`src/rtl/mips_pkg.sv`:
```
// Shared MIPS core constants: mult/div unit latencies and the MD op encodings
// used by the decoder, the MDU and the stall controller.
package mips_pkg;

   localparam int MULT_LAT = 5;
   localparam int DIV_LAT  = 10;

   typedef enum logic [1:0] {
      MD_MULT  = 2'b00,
      MD_MULTU = 2'b01,
      MD_DIV   = 2'b10,
      MD_DIVU  = 2'b11
   } md_op_e;

   // Bit 1 of the op encoding separates the divide family from the multiply family.
   function automatic logic md_op_is_div(input md_op_e op);
      return op[1];
   endfunction

endpackage

```
`src/rtl/md_busy_counter.sv`:
```
// Busy-window counter for the multi-cycle mult/div unit: loads the op latency on
// start, counts down to zero, and reports busy while non-zero.
module md_busy_counter
   import mips_pkg::*;
#(
   parameter int CNT_W     = 4,
   parameter int MULT_LAT_P = MULT_LAT,
   parameter int DIV_LAT_P  = DIV_LAT
) (
   input  logic clk,
   input  logic reset,
   input  logic load,
   input  logic load_div,
   output logic busy
);

   localparam logic [CNT_W-1:0] MULT_VAL = CNT_W'(MULT_LAT_P);
   localparam logic [CNT_W-1:0] DIV_VAL  = CNT_W'(DIV_LAT_P);
   localparam logic [CNT_W-1:0] ONE      = CNT_W'(1);

   logic [CNT_W-1:0] cnt;

   // A start while already busy simply reloads, so the newest op sets the window.
   always_ff @(posedge clk or negedge reset) begin
      if (!reset) begin
         cnt <= '0;
      end else if (load) begin
         cnt <= load_div ? DIV_VAL : MULT_VAL;
      end else if (cnt != '0) begin
         cnt <= cnt - ONE;
      end
   end

   assign busy = (cnt != '0);

endmodule

```
`src/rtl/md_stall_ctrl.sv`:
```
// Pipeline stall/flush scheduler: merges MDU busy stalls with the decoder's data
// hazard and fans out enables/flushes so D/E takes a bubble while E/M keeps flowing.
module md_stall_ctrl
   import mips_pkg::*;
#(
   parameter int MULT_LAT_P = MULT_LAT,
   parameter int DIV_LAT_P  = DIV_LAT,
   parameter int CNT_W      = 4,
   parameter int PERF_W     = 16
) (
   input  logic              clk,
   input  logic              reset,
   input  logic              E_md_start,
   input  logic              E_md_is_div,
   input  logic              D_md_use,
   input  logic              D_data_hazard,
   output logic              md_start,
   output logic              md_busy,
   output logic              stall,
   output logic              fd_enable,
   output logic              de_enable,
   output logic              de_flush,
   output logic              em_enable,
   output logic              em_flush,
   output logic              mw_enable,
   output logic [PERF_W-1:0] stall_cycles
);

   localparam logic [PERF_W-1:0] PERF_ONE = PERF_W'(1);

   // Start is gated by reset so nothing reaches the MDU while the core is held.
   assign md_start = E_md_start & reset;

   md_busy_counter #(
      .CNT_W      (CNT_W),
      .MULT_LAT_P (MULT_LAT_P),
      .DIV_LAT_P  (DIV_LAT_P)
   ) u_busy (
      .clk      (clk),
      .reset    (reset),
      .load     (md_start),
      .load_div (E_md_is_div),
      .busy     (md_busy)
   );

   // A D-stage MDU user must also wait on an op starting in E this very cycle.
   assign stall = D_data_hazard | (D_md_use & (md_busy | md_start));

   assign fd_enable = ~stall;
   assign de_enable = 1'b1;
   assign de_flush  = stall;
   assign em_enable = 1'b1;
   assign em_flush  = 1'b0;
   assign mw_enable = 1'b1;

   // Saturating stall-cycle counter for performance monitoring.
   always_ff @(posedge clk or negedge reset) begin
      if (!reset) begin
         stall_cycles <= '0;
      end else if (stall && (stall_cycles != '1)) begin
         stall_cycles <= stall_cycles + PERF_ONE;
      end
   end

endmodule

```
`config.mk`:
```
export PLATFORM = sky130hd
export DESIGN_NAME = md_stall_ctrl
export DESIGN_NICKNAME = d
export VERILOG_FILES = /design/src/rtl/mips_pkg.sv /design/src/rtl/md_busy_counter.sv /design/src/rtl/md_stall_ctrl.sv
export SDC_FILE = /design/constraint.sdc
export NUM_CORES = 1
export LEC_CHECK = 0
export BUFFER_PORTS_ARGS = -buffer_cell sky130_fd_sc_hd__buf_4
export CAP_MARGIN = 25
export CORE_MARGIN = 2
export CORE_UTILIZATION = 51
export DETAILED_ROUTE_END_ITERATION = 12
export PLACE_DENSITY = 0.89
export SYNTH_ARGS = -nofsm -noshare
export SYNTH_HDL_FRONTEND = slang
export SYNTH_SLANG_ARGS = --single-unit
export TNS_END_PERCENT = 50
```
`constraint.sdc`:
```
create_clock -name clk -period 2.45 [get_ports clk]
set_input_delay 0.49 -clock clk [delete_from_list [all_inputs] [get_ports clk]]
set_output_delay 0.49 -clock clk [all_outputs]
set_load 0.01 [all_outputs]
```
---- Yosys cells after proc, flatten, opt, wreduce, memory -nomap -nowiden ----
Cells that the tools add are included.
word-level totals
  output and inout bits ................... 25
  input bits .............................. 6
  word-level logic and storage cells ...... 16
  register bits after elaboration ......... 20
operators by class
  bitwise gates (word level) .............. 5
  equality and inequality tests ........... 1
  mux-type cells .......................... 3
  add/sub/neg operators ................... 2
  reduce and logical (&&, ||, !) cells .... 3
operator list
  cell                                              number
  adder 16 x 1 -> 16 bit, second input constant     1
  inequality test 16 bit, second input constant     1
  two-way mux 4 bit                                 3
  nonzero test 4 bit                                1
  subtractor 4 x 1 -> 4 bit, second input constant  1
  AND 1 bit                                         2
  OR 1 bit                                          2
  nonzero test 2 bit                                1
  logical AND 1 bit                                 1
  inverter 1 bit                                    1

---- Depth between registers and ports, before layout ----
  depth after elaboration ................. 5
  depth in mapped cells ................... 8
  gate-level depth less buffers ........... 7

---- Hierarchy ----
From an unflattened synthesis, not the netlist that was laid out.
second synthesis, totals
  cells, all modules ...................... 106
  area, all modules ....................... 1194.9 um^2
modules (own cells, without submodules)
  module           times used  seq. area each (um^2)  area an instance (um^2)  cells each
  md_stall_ctrl    1           400.4                  958.4                    85
  md_busy_counter  1           100.1                  236.5                    21

---- Least setup slack after synthesis ----
OpenSTA, ideal clock, no wires.
  path type ............................... register to output
  from .................................... reg u_busy.cnt[0]
  to ...................................... out stall
  arrival time ............................ 1.728 ns
  cell stages (with the launch flop) ...... 8
  data required time ...................... 1.960 ns
  buffers on the path ..................... 2
  slack ................................... 0.232 ns
  cell sequence ........................... dfrtp_1 -> inv_1 -> ha_1 -> nor3b_1 -> a21o_1 -> buf_2 -> inv_1 -> buf_4
on the way
  cells in the longest elaborated chain, start to end .. 4
RTL lines
  item                    line                   text
  start, declared         md_busy_counter.sv:21  logic [CNT_W-1:0] cnt;
  start signal, assigned  md_busy_counter.sv:28  cnt <= load_div ? DIV_VAL : MULT_VAL;
  start signal, assigned  md_busy_counter.sv:30  cnt <= cnt - ONE;
  nonzero test 4 bit      md_busy_counter.sv:34  assign busy = (cnt != '0);
  OR 1 bit                md_stall_ctrl.sv:47    assign stall = D_data_hazard | (D_md_use & (md_busy | md_start));
  AND 1 bit               md_stall_ctrl.sv:47
  OR 1 bit                md_stall_ctrl.sv:47
  end, declared           md_stall_ctrl.sv:19    output logic stall,
Every way passes these cells.

---- Worst setup path after layout ----
Same ends and word-level chain as after synthesis.

==> results.md <==
Run status:
- The flow ran to the end, and the final reports show no timing, DRC or antenna violations.

Die:
- During I/O placement, the number of pins put on the boundary was 31.
- The total core area is 2020 µm².
- For this configuration, the core starts out at a cell density of 55.3%.
- The chip width is 50.8 µm.
- The die height is 50.8 µm.
- The cell row count is 16.
- The floorplan step defined a die boundary enclosing 2580 µm².

Timing:
- The worst hold-check slack is 168 ps.
- In this run the tightest slew margin relative to its limit is 54.0%.
- The slew of the pin with the lowest slew margin is 685 ps.
- The total of endpoints with negative setup slack in the final report is 0.
- For this run, the top clock speed supported by timing is 443 MHz.
- The final number of max-transition violations is 0.
- The worst path needs 2260 ps of the cycle, external delays included.
- The slack of the critical path is 193 ps.
- The count of final hold-check violations came to 0.
- Clock skew on the completed layout was measured at 4.18 ps.
- The sum of negative setup slack is 0 ps.
- After layout, the worst path uses 92.1% of the clock period.
- Setup repair after global routing left no endpoint under its margin.

Min path:
- The min-delay analysis places its worst path in the category in2async.

Pwr:
- The cell area power density is 933 nW/µm².
- In this run the static leakage power is 0.584 nW.
- Across the VDD grid, the largest voltage drop is 666 µV.

Routing:
- The wire length reported by the detailed router is 2240 µm.
- In the detailed route, the total length drawn on met2 is 1100 µm.
- In the detailed route, the total length drawn on met3 is 118 µm.
- The highest metal layer carrying signal wires in the routed design is met4.
- The count of vias placed by the detailed router is 909.
- For this run, the detailed router's first-pass iteration total came to 4.
- The first-iteration detailed-routing DRC count is 39.
- The DRC violation count after routing is 0.
- The detailed-route wire length per cell is 14.0 µm.
- After detailed routing, the wire length on met1 is 1000 µm.
- Dividing the detail-routed via count by the number of cells gives 5.68.
- The antenna violation net count after detailed routing is 0.

Logic synthesis:
- The commonest cells after synthesis are dfrtp_1, xor2_1, nand3_1, xnor2_1.
- In this run the cell area of the synthesized design comes to 1120 µm².
- The number of synthesis warnings is 0.
- In this run the mean area of a mapped cell was 10.3 µm².
- The synthesized design devotes to its leading area cell type 44.7% of total area.
- For this run, the leading register cell type out of synthesis is dfrtp_1.
- The number of different library cells in the post-synthesis netlist is 32.
- The number of enable-type register cells in the synthesized netlist is 0.
- The largest area contributor in the synthesized netlist is dfrtp_1.
- Of all flip-flops after synthesis, the portion carrying an async set or reset was 100%.
- The library cell with the highest instance count after synthesis is dfrtp_1.
- Synthesis inferred 20 register bits.
- Synthesis produced a netlist whose cell count is 109.
- Yosys attributes the largest share of cell area to dfrtp_1, xor2_1, xnor2_1, buf_4, ha_1.
- The share of the Yosys chip area taken by registers is 44.7%.

GRT:
- The via count of the first global-routing pass is 849.
- The overflow left after global routing is 0.
- The initial antenna violation count is 0.
- The overall fraction of global-route tracks in use is 19.5%.
- The pin count of the biggest net entering global routing is 22.
- The first global-routing pass estimated 3780 µm of wire.

Layout:
- The synthesis-to-finish area growth is 18.9%.
- The core utilization of the finished layout is 65.8%.
- The layout net count is 144.
- The count of antenna diodes in the layout is 0.
- Cells with a size suffix above 1 make up 28.6% of the layout.

Critical path:
- The kind of critical path is reg2out.
- In this design, the critical path's most frequently occurring cell is inv_1.
- At the worst endpoint, the arrival time is 1770 ps.
- Counting both buffers and inverters, the worst setup path holds a total of 3.
- The kind of capture point of the worst setup path is a primary output.
- The largest delay contributor family on the critical path is flip-flops.
- The kind of start point of the critical path is a register.
- In this run the worst path has a maximum fanout of 11.
- The critical path goes through inv_1, ha_1, nor3b_1, a21o_2, inv_1, buf_4.
- For this design, the slowest cell found on the critical path is dfrtp_1.
- The largest single stage delay on the critical path is 410 ps.
- STA puts the critical path data required time at 1960 ps.

Placed design:
- Detailed placement ended at an HPWL of 1700 µm.
- The worst setup slack after placement is 419 ps.
- The count of input and output buffers is 26.
- At the end of routability-driven placement, the weighted congestion stood at 0.861.

CTS:
- The maximum number of buffers from clock root to sink is 2.
- Once the clock tree was built, the resizer swapped 0 gates to a different size.
- The TritonCTS clock tree is yes.
- Clock latency on the worst-skew pair, taken at its later pin, is 290 ps.
- The H-tree level count is 1.
- TritonCTS created 3 clock buffers.
- Buffers added to address setup during post-CTS repair amount to 0.
- CTS saw 20 sinks.
- Clock-pin slew was measured on the worst setup and hold paths at 100 ps.
- After clock tree synthesis, the flow added hold-fix buffers numbering 0.
- The tree is rooted in a clkbuf_4.

Run:
- Across the run, the number of max-cap violations was 0.
[cells by family (layout without fill, tap and decap cells)]
family,after synthesis,count (layout),synth area share [%]
other,2,4,0.671
buffers and inverters,14,36,7.38
and+or+nand+nor,32,32,16.3
xor gates and xnor gates,17,17,14.0
DFF,20,20,44.7
AOI/OAI and AO/OA,20,20,12.5
muxes,1,1,1.01
adders and majority gates,3,3,3.36
[cells in the final DEF (no fill, tap or decap), drive strengths merged, types with 3 or more instances in the layout]
master,instances
buf,28
dfrtp,20
xor2,9
nand3,8
xnor2,8
nand2,6
a21oi,6
inv,5
a2111oi,4
conb,4
and3,4
nor2,3
or3,3
o211ai,3
ha,3
clkbuf,3
[power by group]
group | internal, mW | switching, mW | total [mW]
clock | 0.0570 | 0.0905 | 0.148
combinational | 0.278 | 0.241 | 0.519
sequential | 0.441 | 0.133 | 0.574
[registers in the layout (all words and copies together) (netlist names)]
name,flops
u_busy.cnt,4
stall_cycles,16
[path summary, 6_finish.rpt]
| check | startpoint | endpoint | slack [ps] | depth (start not counted) |
|---|---|---|---|---|
| setup / recovery | u_busy.cnt[0] | stall | 190 | 6 |
| hold / removal | reset | stall_cycles[13] | 170 | 2 |
| setup reg to reg | stall_cycles[0] | stall_cycles[12] | 430 | 5 |
| hold reg to reg | stall_cycles[15] | stall_cycles[15] | 510 | 1 |
| max in group asynchronous | reset | stall_cycles[15] | 2070 | 2 |
| min in group clk | E_md_is_div | u_busy.cnt[3] | 490 | 3 |
[routing by layer]
metal | track usage (%) | up-vias
li1 | - | 428
met1 | 26.3 | 448
met2 | 32.5 | 31
met3 | 2.05 | 2
met4 | 7.66 | 0
met5 | 0 | -
[layout make-up]
cell class | count | area (µm²)
inverter | 5 | 18.8
clock buffer | 3 | 22.5
sequential | 20 | 500
tap | 27 | 33.8
timing repair buffer | 28 | 210
multi-input combinational | 77 | 544
fill | 158 | 692
[per-stage QoR]
stage          power, mW  cell area [µm²]  cells
3_5_place_dp        1.10             1310    157
5_1_grt             1.33             1330    160
4_1_cts             1.25             1330    160
2_1_floorplan      0.878             1130    111
3_3_place_gp        1.07             1310    157
6_report            1.24             1330    160
(Power assumes the default switching activity.)
